`src/rtl/clock_set_controller_pkg.sv`:
```
`default_nettype none
// ============================================================================
// Module      : clock_set_controller_pkg
// Description : Shared mode encodings, field limits/widths and blank-bit
//               indices for the digital-clock time-set sequencer.
// Revision    : 1.0 - initial release
// ============================================================================
package clock_set_controller_pkg;

  typedef enum logic [1:0] {
    MODE_RUN      = 2'd0,
    MODE_SET_HOUR = 2'd1,
    MODE_SET_MIN  = 2'd2,
    MODE_SET_SEC  = 2'd3
  } mode_e;

  localparam int unsigned SEC_MAX  = 59;
  localparam int unsigned MIN_MAX  = 59;
  localparam int unsigned HOUR_MAX = 23;

  localparam int unsigned SEC_W  = 6;
  localparam int unsigned MIN_W  = 6;
  localparam int unsigned HOUR_W = 5;

  localparam int unsigned BLANK_SEC  = 0;
  localparam int unsigned BLANK_MIN  = 1;
  localparam int unsigned BLANK_HOUR = 2;

  // Blank mask for a mode: only the field being edited carries the blink phase.
  function automatic logic [2:0] blank_mask(input mode_e m, input logic phase);
    logic [2:0] mask;
    mask = 3'b000;
    case (m)
      MODE_SET_HOUR: mask[BLANK_HOUR] = phase;
      MODE_SET_MIN:  mask[BLANK_MIN]  = phase;
      MODE_SET_SEC:  mask[BLANK_SEC]  = phase;
      default:       mask = 3'b000;
    endcase
    return mask;
  endfunction

endpackage
`default_nettype wire

```
`src/rtl/clock_set_controller_if.sv`:
```
`default_nettype none
// ============================================================================
// Module      : clock_set_controller_if
// Description : Button inputs and display outputs of the clock set
//               controller. master = button/display side, slave = controller.
// Revision    : 1.0 - initial release
// ============================================================================
interface clock_set_controller_if;
  import clock_set_controller_pkg::*;

  logic              btn_mode;
  logic              btn_inc;
  logic              btn_dec;
  logic [SEC_W-1:0]  sec;
  logic [MIN_W-1:0]  min;
  logic [HOUR_W-1:0] hour;
  logic [1:0]        mode;
  logic [2:0]        blank;
  logic              tick_1hz;

  modport master (
    output btn_mode, btn_inc, btn_dec,
    input  sec, min, hour, mode, blank, tick_1hz
  );

  modport slave (
    input  btn_mode, btn_inc, btn_dec,
    output sec, min, hour, mode, blank, tick_1hz
  );

endinterface
`default_nettype wire

```
`src/rtl/clock_set_controller_wrap_counter.sv`:
```
`default_nettype none
// ============================================================================
// Module      : wrap_counter
// Description : Modulo-(MAX+1) up/down counter for one time field. wrap pulses
//               combinationally when a step crosses MAX<->0 so fields chain.
// Revision    : 1.0 - initial release
// ============================================================================
module wrap_counter
  import clock_set_controller_pkg::*;
#(
  parameter int unsigned WIDTH = SEC_W,
  parameter int unsigned MAX   = SEC_MAX
) (
  input  logic             clk,
  input  logic             reset_n,
  input  logic             inc,
  input  logic             dec,
  output logic [WIDTH-1:0] value,
  output logic             wrap
);

  localparam logic [WIDTH-1:0] MAX_V = WIDTH'(MAX);
  localparam logic [WIDTH-1:0] ONE_V = WIDTH'(1);

  logic [WIDTH-1:0] value_q, value_d;

  // Next value: a lone inc or dec steps modulo the range; both together hold.
  always_comb begin
    value_d = value_q;
    wrap    = 1'b0;
    if (inc && !dec) begin
      if (value_q == MAX_V) begin
        value_d = '0;
        wrap    = 1'b1;
      end else begin
        value_d = value_q + ONE_V;
      end
    end else if (dec && !inc) begin
      if (value_q == '0) begin
        value_d = MAX_V;
        wrap    = 1'b1;
      end else begin
        value_d = value_q - ONE_V;
      end
    end
  end

  // Field register.
  always_ff @(posedge clk or negedge reset_n) begin
    if (!reset_n) value_q <= '0;
    else          value_q <= value_d;
  end

  assign value = value_q;

endmodule
`default_nettype wire

```
`src/rtl/clock_set_controller.sv`:
```
`default_nettype none
// ============================================================================
// Module      : clock_set_controller
// Description : Hour/minute/second timekeeping with a button-driven set
//               sequence (RUN -> SET_HOUR -> SET_MIN -> SET_SEC -> RUN),
//               2 Hz blink of the edited field and a 1 Hz tick pulse.
//               Optional macro AUTO_REPEAT_EN adds held-button auto-repeat.
// Revision    : 1.0 - initial release
// ============================================================================
module clock_set_controller
  import clock_set_controller_pkg::*;
#(
  parameter int unsigned CLK_FREQ_HZ = 1000
) (
  input  logic                   clk,
  input  logic                   reset_n,
  clock_set_controller_if.slave  bus
);

  localparam logic [31:0] PRESC_LAST = 32'(CLK_FREQ_HZ - 1);
  localparam logic [31:0] BLINK_LAST = 32'(CLK_FREQ_HZ / 4 - 1);

  logic              mode_prev_q, mode_prev_d;
  logic              inc_prev_q, inc_prev_d;
  logic              dec_prev_q, dec_prev_d;
  logic              mode_edge, inc_edge, dec_edge;

  mode_e             state_q, state_d;
  logic              sel_hour, sel_min, sel_sec;
  logic              edge_inc_ok, edge_dec_ok;
  logic              rep_inc, rep_dec;
  logic              step_inc, step_dec;

  logic [31:0]       presc_q, presc_d;
  logic [31:0]       blink_cnt_q, blink_cnt_d;
  logic              blink_phase_q, blink_phase_d;
  logic              blink_restart;
  logic [2:0]        blank_q, blank_d;
  logic              tick_q, tick_d, tick_now;

  logic              sec_inc, sec_dec, sec_wrap;
  logic              min_inc, min_dec, min_wrap;
  logic              hour_inc, hour_dec, unused_hour_wrap;
  logic [SEC_W-1:0]  sec_val;
  logic [MIN_W-1:0]  min_val;
  logic [HOUR_W-1:0] hour_val;

  // Rising-edge detection against the level seen on the previous clock.
  always_comb begin
    mode_prev_d = bus.btn_mode;
    inc_prev_d  = bus.btn_inc;
    dec_prev_d  = bus.btn_dec;
    mode_edge   = bus.btn_mode & ~mode_prev_q;
    inc_edge    = bus.btn_inc  & ~inc_prev_q;
    dec_edge    = bus.btn_dec  & ~dec_prev_q;
  end

  // Mode state register.
  always_ff @(posedge clk or negedge reset_n) begin
    if (!reset_n) state_q <= MODE_RUN;
    else          state_q <= state_d;
  end

  // Mode sequence: only a mode edge moves the state, always one step forward.
  always_comb begin
    state_d = state_q;
    if (mode_edge) begin
      case (state_q)
        MODE_RUN:      state_d = MODE_SET_HOUR;
        MODE_SET_HOUR: state_d = MODE_SET_MIN;
        MODE_SET_MIN:  state_d = MODE_SET_SEC;
        default:       state_d = MODE_RUN;
      endcase
    end
  end

  // Mode decode: field select and accepted single-button edges in SET states.
  always_comb begin
    sel_hour    = 1'b0;
    sel_min     = 1'b0;
    sel_sec     = 1'b0;
    edge_inc_ok = 1'b0;
    edge_dec_ok = 1'b0;
    case (state_q)
      MODE_SET_HOUR: sel_hour = 1'b1;
      MODE_SET_MIN:  sel_min  = 1'b1;
      MODE_SET_SEC:  sel_sec  = 1'b1;
      default:       sel_hour = 1'b0;
    endcase
    // A mode edge pre-empts inc/dec; simultaneous inc and dec cancel.
    if (state_q != MODE_RUN && !mode_edge) begin
      edge_inc_ok = inc_edge & ~dec_edge;
      edge_dec_ok = dec_edge & ~inc_edge;
    end
  end

`ifdef AUTO_REPEAT_EN
  localparam logic [31:0] REP_FIRST = 32'(CLK_FREQ_HZ / 2);
  localparam logic [31:0] REP_NEXT  = 32'(CLK_FREQ_HZ / 2 + CLK_FREQ_HZ / 8);

  logic [31:0] rep_cnt_q, rep_cnt_d, rep_next;
  logic        rep_arm_q, rep_arm_d;

  // Repeat timer: armed by an accepted edge, counts while exactly one button
  // stays held; fires at the half-second mark, then every eighth of a second.
  always_comb begin
    rep_cnt_d = rep_cnt_q;
    rep_arm_d = rep_arm_q;
    rep_next  = rep_cnt_q + 32'd1;
    rep_inc   = 1'b0;
    rep_dec   = 1'b0;
    if (state_q == MODE_RUN || mode_edge || (bus.btn_inc == bus.btn_dec)) begin
      rep_cnt_d = '0;
      rep_arm_d = 1'b0;
    end else if (edge_inc_ok || edge_dec_ok) begin
      rep_cnt_d = '0;
      rep_arm_d = 1'b1;
    end else if (rep_arm_q) begin
      rep_cnt_d = rep_next;
      if (rep_next == REP_FIRST || rep_next == REP_NEXT) begin
        rep_inc = bus.btn_inc;
        rep_dec = bus.btn_dec;
      end
      if (rep_next == REP_NEXT) rep_cnt_d = REP_FIRST;
    end
  end

  // Repeat timer registers.
  always_ff @(posedge clk or negedge reset_n) begin
    if (!reset_n) begin
      rep_cnt_q <= '0;
      rep_arm_q <= 1'b0;
    end else begin
      rep_cnt_q <= rep_cnt_d;
      rep_arm_q <= rep_arm_d;
    end
  end
`else
  assign rep_inc = 1'b0;
  assign rep_dec = 1'b0;
`endif

  assign step_inc = edge_inc_ok | rep_inc;
  assign step_dec = edge_dec_ok | rep_dec;

  // Prescaler: free-runs in RUN, parked at 0 in SET and on the way in/out.
  always_comb begin
    tick_now = (state_q == MODE_RUN) && (presc_q == PRESC_LAST);
    if (state_q != MODE_RUN || state_d != MODE_RUN) presc_d = '0;
    else if (presc_q == PRESC_LAST)                 presc_d = '0;
    else                                            presc_d = presc_q + 32'd1;
    tick_d = tick_now;
  end

  // Blink phase: restarts visible on SET entry and on every accepted step.
  always_comb begin
    blink_restart = mode_edge | step_inc | step_dec;
    blink_cnt_d   = blink_cnt_q + 32'd1;
    blink_phase_d = blink_phase_q;
    if (state_d == MODE_RUN || blink_restart) begin
      blink_cnt_d   = '0;
      blink_phase_d = 1'b0;
    end else if (blink_cnt_q == BLINK_LAST) begin
      blink_cnt_d   = '0;
      blink_phase_d = ~blink_phase_q;
    end
    blank_d = blank_mask(state_d, blink_phase_d);
  end

  // Edge, prescaler, blink and output registers.
  always_ff @(posedge clk or negedge reset_n) begin
    if (!reset_n) begin
      mode_prev_q   <= 1'b1;
      inc_prev_q    <= 1'b1;
      dec_prev_q    <= 1'b1;
      presc_q       <= '0;
      blink_cnt_q   <= '0;
      blink_phase_q <= 1'b0;
      blank_q       <= 3'b000;
      tick_q        <= 1'b0;
    end else begin
      mode_prev_q   <= mode_prev_d;
      inc_prev_q    <= inc_prev_d;
      dec_prev_q    <= dec_prev_d;
      presc_q       <= presc_d;
      blink_cnt_q   <= blink_cnt_d;
      blink_phase_q <= blink_phase_d;
      blank_q       <= blank_d;
      tick_q        <= tick_d;
    end
  end

  // Carries only ride on the run-mode tick; SET steps never propagate.
  assign sec_inc  = tick_now | (sel_sec & step_inc);
  assign sec_dec  = sel_sec & step_dec;
  assign min_inc  = (tick_now & sec_wrap) | (sel_min & step_inc);
  assign min_dec  = sel_min & step_dec;
  assign hour_inc = (tick_now & min_wrap) | (sel_hour & step_inc);
  assign hour_dec = sel_hour & step_dec;

  wrap_counter #(.WIDTH(SEC_W), .MAX(SEC_MAX)) u_sec (
    .clk(clk), .reset_n(reset_n), .inc(sec_inc), .dec(sec_dec),
    .value(sec_val), .wrap(sec_wrap)
  );

  wrap_counter #(.WIDTH(MIN_W), .MAX(MIN_MAX)) u_min (
    .clk(clk), .reset_n(reset_n), .inc(min_inc), .dec(min_dec),
    .value(min_val), .wrap(min_wrap)
  );

  wrap_counter #(.WIDTH(HOUR_W), .MAX(HOUR_MAX)) u_hour (
    .clk(clk), .reset_n(reset_n), .inc(hour_inc), .dec(hour_dec),
    .value(hour_val), .wrap(unused_hour_wrap)
  );

  assign bus.sec      = sec_val;
  assign bus.min      = min_val;
  assign bus.hour     = hour_val;
  assign bus.mode     = state_q;
  assign bus.blank    = blank_q;
  assign bus.tick_1hz = tick_q;

endmodule
`default_nettype wire

```
`src/flat_wrapper.sv`:
```
// flat-port wrapper written by rule: the top's interface ports become plain ports
module clock_set_controller_flat import clock_set_controller_pkg::*;
#(
  parameter int unsigned CLK_FREQ_HZ = 1000
)
  (clk, reset_n, bus_btn_mode, bus_btn_inc, bus_btn_dec, bus_sec, bus_min, bus_hour, bus_mode, bus_blank, bus_tick_1hz);
  clock_set_controller_if bus_i ();
  input  logic clk;
  input  logic reset_n;
  input wire logic [$bits(bus_i.btn_mode)-1:0] bus_btn_mode;
  input wire logic [$bits(bus_i.btn_inc)-1:0] bus_btn_inc;
  input wire logic [$bits(bus_i.btn_dec)-1:0] bus_btn_dec;
  output wire logic [$bits(bus_i.sec)-1:0] bus_sec;
  output wire logic [$bits(bus_i.min)-1:0] bus_min;
  output wire logic [$bits(bus_i.hour)-1:0] bus_hour;
  output wire logic [$bits(bus_i.mode)-1:0] bus_mode;
  output wire logic [$bits(bus_i.blank)-1:0] bus_blank;
  output wire logic [$bits(bus_i.tick_1hz)-1:0] bus_tick_1hz;
  assign bus_i.btn_mode = bus_btn_mode;
  assign bus_i.btn_inc = bus_btn_inc;
  assign bus_i.btn_dec = bus_btn_dec;
  assign bus_sec = bus_i.sec;
  assign bus_min = bus_i.min;
  assign bus_hour = bus_i.hour;
  assign bus_mode = bus_i.mode;
  assign bus_blank = bus_i.blank;
  assign bus_tick_1hz = bus_i.tick_1hz;
  clock_set_controller #(.CLK_FREQ_HZ(CLK_FREQ_HZ)) u_core (.clk(clk), .reset_n(reset_n), .bus(bus_i));
endmodule
```
`config.mk`:
```
export PLATFORM = sky130hd
export DESIGN_NAME = clock_set_controller_flat
export DESIGN_NICKNAME = d
export VERILOG_FILES = /design/src/rtl/clock_set_controller_pkg.sv /design/src/rtl/clock_set_controller_if.sv /design/src/rtl/clock_set_controller_wrap_counter.sv /design/src/rtl/clock_set_controller.sv /design/src/flat_wrapper.sv
export SDC_FILE = /design/constraint.sdc
export NUM_CORES = 1
export LEC_CHECK = 0
export ABC_AREA = 1
export BUFFER_PORTS_ARGS = -buffer_cell sky130_fd_sc_hd__clkbuf_2
export CORE_ASPECT_RATIO = 0.7
export CORE_MARGIN = 2
export CORE_UTILIZATION = 50
export CTS_BUF_LIST = sky130_fd_sc_hd__clkbuf_2 sky130_fd_sc_hd__clkbuf_4 sky130_fd_sc_hd__clkbuf_8
export CTS_CLUSTER_DIAMETER = 150
export CTS_CLUSTER_SIZE = 8
export DETAILED_ROUTE_END_ITERATION = 16
export GPL_ROUTABILITY_DRIVEN = 0
export PLACE_DENSITY = 0.7
export SLEW_MARGIN = 20
export SYNTH_ARGS = -nofsm -noshare
export SYNTH_HDL_FRONTEND = slang
export SYNTH_SLANG_ARGS = --single-unit
```
`constraint.sdc`:
```
create_clock -name clk -period 3.3 [get_ports clk]
set_input_delay 0 -clock clk [delete_from_list [all_inputs] [get_ports clk]]
set_output_delay 0 -clock clk [all_outputs]
set_load 0.01 [all_outputs]
```
---- Word level (Yosys, flattened, before mapping) ----
Index checks and enable logic that the tools add are counted.
storage, ports and cells
  register bits ........................... 91
  bits of input ports ..................... 5
  output and inout port bits .............. 23
  word-level logic and storage cells ...... 118
operators by class
  $add $sub $neg .......................... 8
  equality and inequality tests ........... 11
  muxes and demuxes ....................... 36
  bitwise operators ....................... 24
  reductions and logical operators ........ 27
operator list
  cell                                                                count
  32-bit 2-to-1 mux                                                   4
  32-bit by 1-bit adder with 32-bit output, second input constant     2
  6-bit 2-to-1 mux                                                    8
  32-bit by 10-bit == test with 1-bit output, second input constant   1
  32-bit by 8-bit == test with 1-bit output, second input constant    1
  5-bit 2-to-1 mux                                                    4
  1-bit 2-to-1 mux                                                    18
  1-bit AND                                                           13
  6-bit by 1-bit adder with 6-bit output, second input constant       2
  6-bit == test, second input constant                                2
  6-bit zero test                                                     2
  6-bit by 1-bit subtractor with 6-bit output, second input constant  2
  2-bit nonzero test                                                  5
  2-bit == test, second input constant                                4
  1-bit logical AND                                                   8
  1-bit zero test                                                     7
  1-bit inverter                                                      6
  2-bit one-hot mux with 3 select lines                               1
  5-bit by 1-bit adder with 5-bit output, second input constant       1
  5-bit == test, second input constant                                1
  5-bit zero test                                                     1
  1-bit OR                                                            5
  5-bit by 1-bit subtractor with 5-bit output, second input constant  1
  2-bit by 1-bit == test with 1-bit output, second input constant     2
  other kinds (3)                                                     5

---- Longest topological paths before layout ----
Gate-level depths: netlist (run 1).
  depth after elaboration ................. 23
  depth in mapped cells ................... 27
  mapped depth without buffers ............ 25

---- Cells and area by module ----
Synthesis (run 1) repeated with hierarchy kept, for this count alone.
unflattened totals
  cells, all modules ...................... 899
  area, all modules ....................... 6,218.5 um^2
by module, submodules not included
  module                            instances  cells each  area an instance (um^2)
  clock_set_controller              1          663         4,508.1
  wrap_counter at u_core.u_min ...  2          86          644.4
  wrap_counter at u_core.u_hour     1          64          421.7

---- Worst setup path before layout (run 1) ----
No wires, ideal clock.
  kind .................................... register -> register
  from .................................... register u_core.presc_q[0]
  to ...................................... register u_core.u_hour.value_q[2] (netlist: u_core.u_hour.value[2])
  setup time .............................. 118 ps
  arrival ................................. 3,186 ps
  data required time ...................... 3,182 ps
  path slack .............................. -4 ps
  stages on the path, launching flop included .. 26
  period minus slack after synthesis ...... 3,304 ps
  path through ............................ dfrtp_1 > ha_1 > nand3_1 > nor3_1 > nand2_1 > nor2_2 > nand2_1 > nand2_1 > ha_1 > nor2_1 > nand2_1 > nand2_1 > nand3_1 > nand2_1 > ha_1 > clkbuf_1 > nor2_1 > nand2_1 > nand2_1 > nand3_1 > nand2_1 > ha_1 > inv_1 > o21ai_0 > xor2_1 > inv_1
on the way
  word-level cells in the longest chain between the ends .. 18
ends and longest elaborated chain
  what                                          RTL line                                 text
  from (decl)                                   clock_set_controller.sv:34               logic [31:0] presc_q, presc_d;
  from (signal assigned)                        clock_set_controller.sv:185              presc_q <= presc_d;
  32-bit by 10-bit == test with 1-bit output *  clock_set_controller.sv:148              tick_now = (state_q == MODE_RUN) && (presc_q == PRESC_LAST);
  1-bit logical AND *                           clock_set_controller.sv:148
  1-bit OR                                      clock_set_controller.sv:194              assign sec_inc = tick_now | (sel_sec & step_inc);
  1-bit zero test                               clock_set_controller_wrap_counter.sv:38  end else if (dec && !inc) begin
  1-bit logical AND                             clock_set_controller_wrap_counter.sv:38
  1-bit 2-to-1 mux                              clock_set_controller_wrap_counter.sv:38
  1-bit 2-to-1 mux                              clock_set_controller_wrap_counter.sv:31  if (inc && !dec) begin
  1-bit AND                                     clock_set_controller.sv:196              assign min_inc = (tick_now & sec_wrap) | (sel_min & step_inc);
  [... 2 more ...]                              n/a
  1-bit logical AND                             clock_set_controller_wrap_counter.sv:38
  1-bit 2-to-1 mux                              clock_set_controller_wrap_counter.sv:38
  1-bit 2-to-1 mux                              clock_set_controller_wrap_counter.sv:31
  1-bit AND *                                   clock_set_controller.sv:198              assign hour_inc = (tick_now & min_wrap) | (sel_hour & step_inc);
  1-bit OR *                                    clock_set_controller.sv:198
  1-bit zero test                               clock_set_controller_wrap_counter.sv:38
  1-bit logical AND                             clock_set_controller_wrap_counter.sv:38
  2-bit nonzero test (no line)                  n/a
  to (signal assigned)                          clock_set_controller_wrap_counter.sv:51  else value_q <= value_d;
  to (decl)                                     clock_set_controller_wrap_counter.sv:25  logic [WIDTH-1:0] value_q, value_d;
Every way passes the cells marked *; elsewhere a longest branch is shown, timed or not.
A chain may end at the register's enable or synchronous reset.

---- Final worst setup path (run 1) ----
  from .................................... register u_core.presc_q[30]
  to ...................................... register u_core.u_hour.value_q[2] (netlist: u_core.u_hour.value[2])
The elaborated chain is that of the path after synthesis.

==> reports/summary.log, run 1 <==
qor: status.outcome complete, no violations
qor: sta.timing_hold_violations_final 0
qor: critical_path.crit_chain inv_1, nand4_1, nor2_2, nand2_1, nor2_2, nand2_1, nand2_1, ha_2, nor2_2, nand2_1, nand2_1, nand3_1, nand2_1, ha_2, nor2_2, nand2_1, nand2_1, nand3_1, nand2_2, ha_4, inv_1, o21ai_1, xor2_1, inv_1
qor: yosys.most_common_cell_in_the_synthesized_netlist sky130_fd_sc_hd__nand2_1
qor: floorplanning.core.rowCount 33
qor: yosys.share_of_flip_flops_with_an_asynchronous_set_or_reset 100%
qor: final_layout.design_area 6740 µm²
qor: clocking.clock_path_buffers 2
qor: placement.place_ws 0.127 ns
qor: route.drcViolationCount 0
qor: clocking.numClockSinks 91
qor: yosys.synth-main-ff-cell sky130_fd_sc_hd__dfrtp_1
qor: clocking.ctsRootBufferMaster sky130_fd_sc_hd__clkbuf_8
qor: placement.buffers_added_on_ports 27
qor: hold_path.hold_class in -> async
qor: route.via_per_inst 4.98
qor: global_routing.grt_max_degree 59
qor: sta.timing_max_transition_violations_final 0
qor: critical_path.crit_path_frequent_cell sky130_fd_sc_hd__nand2_1
qor: global_routing.grt_pass1_wl 24.5 mm
qor: placement.standard_cell_area_after_detailed_placement 6400 µm²
qor: sta.final.period_utilization 90.9%
qor: yosys.cell_types_with_the_largest_area_share_after_synthesis sky130_fd_sc_hd__dfrtp_1 (37%), sky130_fd_sc_hd__nand2_1 (18%), sky130_fd_sc_hd__nor2_1 (12%)
qor: yosys.synthDominantAreaCellType sky130_fd_sc_hd__dfrtp_1
qor: final_layout.insertedDiodeCount 0
qor: critical_path.end_kind flop
qor: critical_path.reg2reg_from u_core.presc_q[30]$_DFF_PN0_
qor: route.detail_route.wirelength 14.7 mm
qor: placement.place.detailed.hpwl 11.4 mm
qor: critical_path.startpoint_type flop
qor: global_routing.grt_overflow 0
qor: global_routing.grt_usage 24.3%
qor: clocking.clkSlewWorstSetupHoldPaths 0.09 ns
qor: route.routed_wire_length_per_instance 13.3 µm
qor: floorplanning.chipHeight 95.6 µm
qor: floorplanning.io_pins 28
qor: floorplanning.initial_cell_density_of_the_core 51.3%
qor: yosys.count_of_mapped_cells_out_of_synthesis 894
qor: final_layout.layout-drive-gt1-share 10.5%
qor: final_layout.postLayoutCoreUtil 57.7%
qor: critical_path.crit_slowest_cell sky130_fd_sc_hd__dfrtp_1
qor: final_layout.layout_overhead_on_the_synthesized_area 12.4%
qor: critical_path.critical_path_required 3.55 ns
qor: yosys.synth-edff-count 0
qor: route.routed-via-count 5518
qor: final_layout.filler_cell_count 1123
qor: yosys.synth-warning-count 0
qor: floorplanning.dieArea 12900 µm²
qor: power_and_ir_drop.powerDensity 506 nW/µm²
qor: global_routing.number_of_global_route_vias_before_repair 4919
qor: yosys.average_cell_area_after_synthesis 6.71 µm²
qor: power_and_ir_drop.ir_drop 0.000295 V
qor: route.initialDrtViolationCount 448
qor: yosys.yosys.area.top_type_share 36.7%
qor: yosys.yosysUniqueCellTypes 31
qor: sta.worst_slew_pin_slew 0.727 ns
qor: sta.relSlewSlack 51.6%
qor: yosys.total_nets_after_synthesis 919
qor: critical_path.timing.reg2reg.setup_slack 0.30 ns
qor: final_layout.final_net_count 972
qor: critical_path.critPathArrivalTime 3.25 ns
qor: sta.clock-skew-final 0.0130 ns
qor: critical_path.reg2regPathDepth 24
qor: power_and_ir_drop.power.static_leakage 3.11 nW
qor: flow_run.max-cap-violations 0
qor: sta.fin_ws 0.299 ns
qor: sta.hold-worst-slack 0.238 ns
qor: clocking.cts.htree.levels 3
qor: sta.setup_violations 0
qor: floorplanning.die_width 135 µm
qor: critical_path.crit_fanout 5
qor: global_routing.antenna_found_initial 0
qor: clocking.clkLatencyLatePin 0.36 ns
qor: sta.min_period 3.00 ns
qor: yosys.list_of_most_frequent_post_synthesis_cells sky130_fd_sc_hd__nand2_1 (282), sky130_fd_sc_hd__nor2_1 (195), sky130_fd_sc_hd__inv_1 (110)
qor: yosys.synth_seq_cells 91
qor: route.postRouteAntennaNets 0
qor: critical_path.worst_r2r_endpoint u_core.u_hour.value[2]$_DFFE_PN0P_
qor: floorplanning.core-area 11700 µm²
qor: route.detailedRoute.firstPassIterationCount 5
qor: critical_path.cp_slowest_stage_delay 0.42 ns
qor: clocking.cts_made_buffers 9
qor: yosys.post_synth_instance_area 6000 µm²
qor: yosys.synth.yosys.seq_area_share 38.0%
qor: sta.fmaxAchievable 333 MHz
qor: critical_path.critical_path_class reg -> reg
qor: clocking.cts_tree done
## flip-flops by register name (all words and copies together) (netlist names)
name / count
u_core.bus.mode: 2
u_core.dec_prev_q: 1
u_core.mode_prev_q: 1
u_core.u_sec.value: 6
u_core.bus.tick_1hz: 1
u_core.presc_q: 32
u_core.bus.blank: 3
u_core.inc_prev_q: 1
u_core.blink_cnt_q: 32
u_core.blink_phase_q: 1
u_core.u_min.value: 6
u_core.u_hour.value: 5
## what timing repair did
item	in CTS	in global routing
hold endpoints to repair	57	0
setup buffers	0	3
hold buffers	4	0
gates resized for setup	0	11
endpoints found under the setup margin	0	5
## per-stage QoR
stage / TNS (ns) / power, W / instances
floorplan: 0 / 0.00217 / 894
global placement: 0 / 0.00249 / 1086
detailed placement: 0 / 0.00250 / 1086
CTS: 0 / 0.00343 / 1106
global route: -0.00840 / 0.00368 / 1109
finish: 0 / 0.00341 / 1109
## area by class of cell
cell class              instances  area (µm²)  share of cell area, %
clock buffers                  10         131                   1.95
clock inverters                 6         114                   1.69
inverters                     113         424                   6.29
multi-input cells             682        3270                   48.6
flip-flops and latches         91        2280                   33.8
well taps                     157         196                   2.91
repair buffers                 50         320                   4.75
## cell families after synthesis
| family | Yosys count | share of synthesized area (%) |
|---|---|---|
| AND/OR/NAND/NOR | 590 | 40.7 |
| adder cells (fa/ha/maj) | 20 | 4.17 |
| buffers and inverters | 121 | 7.97 |
| flip-flops | 91 | 38.0 |
| AO/OA/AOI/OAI | 26 | 2.40 |
| XOR/XNOR | 46 | 6.72 |
## worst max-delay path: cells and delay by family, from the launching register on
kind | cells | cell delay, ns
and+or+nand+nor | 16 | 1.34
AOI/OAI and AO/OA | 1 | 0.16
xor gates and xnor gates | 1 | 0.17
adders and majority gates | 3 | 0.56
DFF | 1 | 0.42
buffers and inverters | 3 | 0.24
## metal layers
layer,GRT usage [%],vias to the layer above,share of wire (%)
li1,-,2856,-
met5,0,-,0
met4,4.65,0,0.73
met2,32.9,196,38
met1,38.9,2456,52
met3,5.48,10,9.2
## layout by cell type (no fill, tap or decap), types with 4 or more instances in the layout
| cell | netlist | final |
|---|---|---|
| sky130_fd_sc_hd__a21oi_1 | 6 | 6 |
| sky130_fd_sc_hd__xnor2_1 | 6 | 6 |
| sky130_fd_sc_hd__nand3_1 | 58 | 58 |
| sky130_fd_sc_hd__nand2_1 | 282 | 281 |
| sky130_fd_sc_hd__xor2_1 | 40 | 40 |
| sky130_fd_sc_hd__nand2_2 | 4 | 5 |
| sky130_fd_sc_hd__dfrtp_1 | 88 | 88 |
| sky130_fd_sc_hd__clkbuf_8 | 0 | 9 |
| sky130_fd_sc_hd__nor2_2 | 7 | 10 |
| sky130_fd_sc_hd__inv_1 | 110 | 108 |
| sky130_fd_sc_hd__nand4_1 | 11 | 11 |
| sky130_fd_sc_hd__nor3_1 | 22 | 22 |
| sky130_fd_sc_hd__clkbuf_2 | 1 | 26 |
| sky130_fd_sc_hd__o21ai_0 | 12 | 11 |
| sky130_fd_sc_hd__nor2_1 | 195 | 192 |
| sky130_fd_sc_hd__a31oi_1 | 4 | 4 |
| sky130_fd_sc_hd__inv_2 | 3 | 5 |
| sky130_fd_sc_hd__dlygate4sd3_1 | 0 | 4 |
| sky130_fd_sc_hd__buf_4 | 1 | 20 |
| sky130_fd_sc_hd__ha_1 | 20 | 16 |
## power by group
part	switching, W	internal, W
combinational	0.000663	0.000405
sequential	0.000187	0.00124
clock	0.000403	0.000514
## worst max path at each step
| stage | start | end | slack, ns | depth (start not counted) |
|---|---|---|---|---|
| finish | u_core.presc_q[30]$_DFF_PN0_ | u_core.u_hour.value[2]$_DFFE_PN0P_ | 0.30 | 24 |
| floorplan | u_core.bus.mode[0]$_DFF_PN0_ | u_core.u_hour.value[2]$_DFFE_PN0P_ | 0.03 | 26 |
| detailed placement | u_core.presc_q[29]$_DFF_PN0_ | u_core.u_hour.value[2]$_DFFE_PN0P_ | 0.13 | 24 |
| CTS | u_core.presc_q[29]$_DFF_PN0_ | u_core.u_hour.value[2]$_DFFE_PN0P_ | 0.11 | 24 |
| global placement | u_core.presc_q[29]$_DFF_PN0_ | u_core.u_hour.value[2]$_DFFE_PN0P_ | 0.25 | 24 |
| global route | u_core.presc_q[1]$_DFF_PN0_ | u_core.u_hour.value[2]$_DFFE_PN0P_ | -0.008 | 24 |
(Power assumes the default switching activity.)
==> run 2: changes to the inputs <==
--- a/config.mk
+++ b/config.mk
@@ -7,12 +7,10 @@
 export LEC_CHECK = 0
 export ABC_AREA = 1
 export BUFFER_PORTS_ARGS = -buffer_cell sky130_fd_sc_hd__clkbuf_2
-export CORE_ASPECT_RATIO = 0.7
 export CORE_MARGIN = 2
 export CORE_UTILIZATION = 50
 export CTS_BUF_LIST = sky130_fd_sc_hd__clkbuf_2 sky130_fd_sc_hd__clkbuf_4 sky130_fd_sc_hd__clkbuf_8
 export CTS_CLUSTER_DIAMETER = 150
-export CTS_CLUSTER_SIZE = 8
 export DETAILED_ROUTE_END_ITERATION = 16
 export GPL_ROUTABILITY_DRIVEN = 0
 export PLACE_DENSITY = 0.7
==> run 2 against run 1 <==
Effect of this change:
- via count decreased by 1.5%
- die area decreased by 0.11%
- critical path depth increased by 1
- critical path type unchanged
- largest power group unchanged
- highest routed layer unchanged
==> reports/summary.log, run 2 (synthesized netlist as in run 1, its figures left out) <==
qor: route.detail_route.wirelength 13.9 mm
qor: floorplanning.chipHeight 114 µm
qor: placement.place.detailed.hpwl 10.7 mm
qor: global_routing.number_of_global_route_vias_before_repair 5193
qor: power_and_ir_drop.totalPowerFinal 0.00341 W
qor: hold_path.hold_class in -> reg
qor: clocking.cts.htree.levels 3
qor: sta.rsz0062_at_grt false
qor: status.outcome complete, no violations
qor: flow_run.max-cap-violations 0
qor: global_routing.grt_overflow 0
qor: power_and_ir_drop.powerDensity 505 nW/µm²
qor: global_routing.grt_max_degree 78
qor: final_layout.layout_overhead_on_the_synthesized_area 12.5%
qor: sta.setup_violations 0
qor: route.routed-via-count 5433
qor: route.postRouteAntennaNets 0
qor: floorplanning.core.rowCount 40
qor: sta.fmaxAchievable 330 MHz
qor: route.via_per_inst 4.94
qor: sta.worst_slew_pin_slew 0.968 ns
qor: final_layout.design_area 6750 µm²
qor: clocking.cts_tree done
qor: critical_path.end_kind flop
qor: clocking.clock_path_buffers 2
qor: clocking.clkSlewWorstSetupHoldPaths 0.09 ns
qor: final_layout.final_net_count 973
qor: floorplanning.die_width 114 µm
qor: route.initialDrtViolationCount 359
qor: final_layout.layout.cells.most_common_list sky130_fd_sc_hd__nand2_1 (280), sky130_fd_sc_hd__nor2_1 (192), sky130_fd_sc_hd__inv_1 (110)
qor: sta.timing_max_transition_violations_final 0
qor: sta.min_period 3.03 ns
qor: clocking.numClockSinks 91
qor: power_and_ir_drop.power.static_leakage 3.12 nW
qor: critical_path.crit_fanout 4
qor: floorplanning.dieArea 12900 µm²
qor: global_routing.antenna_found_initial 0
qor: route.detailedRoute.firstPassIterationCount 5
qor: global_routing.grt_usage 23.1%
qor: placement.buffers_added_on_ports 27
qor: sta.final.period_utilization 91.8%
qor: route.routed_wire_length_per_instance 12.7 µm
qor: sta.relSlewSlack 35.5%
qor: route.drcViolationCount 0
qor: final_layout.layout-drive-gt1-share 10.4%
qor: final_layout.largest_registers u_core.blink_cnt_q: 32 flops, u_core.presc_q: 32 flops
qor: clocking.cts_made_buffers 9
qor: floorplanning.core-area 11900 µm²
qor: global_routing.grt_pass1_wl 23.9 mm
qor: power_and_ir_drop.ir_drop 0.000280 V
qor: clocking.ctsRootBufferMaster sky130_fd_sc_hd__clkbuf_8
qor: placement.standard_cell_area_after_detailed_placement 6410 µm²
qor: sta.tns 0 ns
qor: sta.clock-skew-final 0.00592 ns
qor: critical_path.critical_path_required 3.62 ns
qor: critical_path.critPathArrivalTime 3.35 ns
qor: sta.timing_hold_violations_final 0
qor: critical_path.startpoint_type flop
qor: floorplanning.initial_cell_density_of_the_core 50.6%
qor: floorplanning.io_pins 28
qor: final_layout.insertedDiodeCount 0
qor: final_layout.mostFrequentLayoutCell sky130_fd_sc_hd__nand2_1
qor: critical_path.critical_path_class reg -> reg
qor: clocking.clkLatencyLatePin 0.38 ns
run 2: layout make-up:
class	instances	area (µm²)
inverter	113	424
sequential	91	2280
tap	147	184
timing repair buffer	51	328
multi-input combinational	682	3280
fill	1153	5110
clock inverter	6	114
clock buffer	10	131
run 2: path summary, 6_finish.rpt:
path                       cells after the start  slack (ns)                             from                                  to
max                                           25        0.27     u_core.presc_q[22]$_DFF_PN0_  u_core.u_hour.value[4]$_DFFE_PN0P_
min                                            2        0.27                      bus_btn_dec         u_core.dec_prev_q$_DFF_PN1_
max reg2reg                                   25        0.27     u_core.presc_q[22]$_DFF_PN0_  u_core.u_hour.value[4]$_DFFE_PN0P_
min reg2reg                                    1        0.53  u_core.blink_cnt_q[0]$_DFF_PN0_     u_core.blink_cnt_q[0]$_DFF_PN0_
max in group asynchronous                      3        2.21                          reset_n    u_core.blink_cnt_q[28]$_DFF_PN0_
min in group asynchronous                      2        0.32                          reset_n        u_core.presc_q[30]$_DFF_PN0_
run 2: per-stage QoR:
| step | utilization, % | instances | worst slack, ns | hold slack, ns |
|---|---|---|---|---|
| floorplan | - | 894 | 0.0284 | -0.296 |
| global placement | 54.1 | 1079 | 0.142 | 0.0990 |
| detailed placement | 54.1 | 1079 | 0.0279 | 0.102 |
| CTS | 56.5 | 1099 | 0.0149 | 0.243 |
| global route | 56.9 | 1100 | 0.0107 | 0.254 |
| finish | 56.9 | 1100 | 0.269 | 0.267 |
run 2: worst max-delay path, stage by stage (launching register included):
cell and delay (ns):
sky130_fd_sc_hd__dfrtp_1 0.41, sky130_fd_sc_hd__inv_1 0.13, sky130_fd_sc_hd__nand3_1 0.12, sky130_fd_sc_hd__nor2_1 0.12, sky130_fd_sc_hd__nand2_1 0.09, sky130_fd_sc_hd__nor2_2 0.12
sky130_fd_sc_hd__nand2_1 0.07, sky130_fd_sc_hd__nand2_2 0.09, sky130_fd_sc_hd__inv_1 0.05, sky130_fd_sc_hd__ha_1 0.18, sky130_fd_sc_hd__nand2_1 0.06, sky130_fd_sc_hd__nand2_1 0.04
sky130_fd_sc_hd__nand3_1 0.07, sky130_fd_sc_hd__nand2_1 0.07, sky130_fd_sc_hd__ha_1 0.23, sky130_fd_sc_hd__nor2_1 0.15, sky130_fd_sc_hd__nand2_1 0.06, sky130_fd_sc_hd__nand2_1 0.06
sky130_fd_sc_hd__nand3_1 0.09, sky130_fd_sc_hd__nand2_2 0.11, sky130_fd_sc_hd__ha_4 0.17, sky130_fd_sc_hd__buf_4 0.11, sky130_fd_sc_hd__nand2_1 0.06, sky130_fd_sc_hd__o31ai_1 0.19
sky130_fd_sc_hd__nand2_1 0.08, sky130_fd_sc_hd__nand2_1 0.06
run 2: timing repair:
item / CTS / global route
setup buffers: 0 / 1
resized for setup: 0 / 11
setup endpoints to repair: 0 / 5
endpoints found under the hold margin: 76 / 0
hold buffers: 4 / 0
run 2: power breakdown:
| part | internal [W] | leakage [nW] | switching [W] |
|---|---|---|---|
| logic | 0.000407 | 1.79 | 0.000652 |
| clock network | 0.000513 | 0.116 | 0.000424 |
| registers | 0.00124 | 1.21 | 0.000176 |
| total | 0.00216 | 3.12 | 0.00125 |
run 2: metal layers:
metal / global-route usage [%] / share of wire (%) / vias up / wire length (µm)
met5: 0 / 0 / - / 0
met4: 11.2 / 3.3 / 0 / 463
met3: 3.08 / 3.0 / 39 / 422
met2: 38.1 / 47 / 103 / 6520
met1: 30.0 / 47 / 2443 / 6530
li1: - / - / 2848 / -
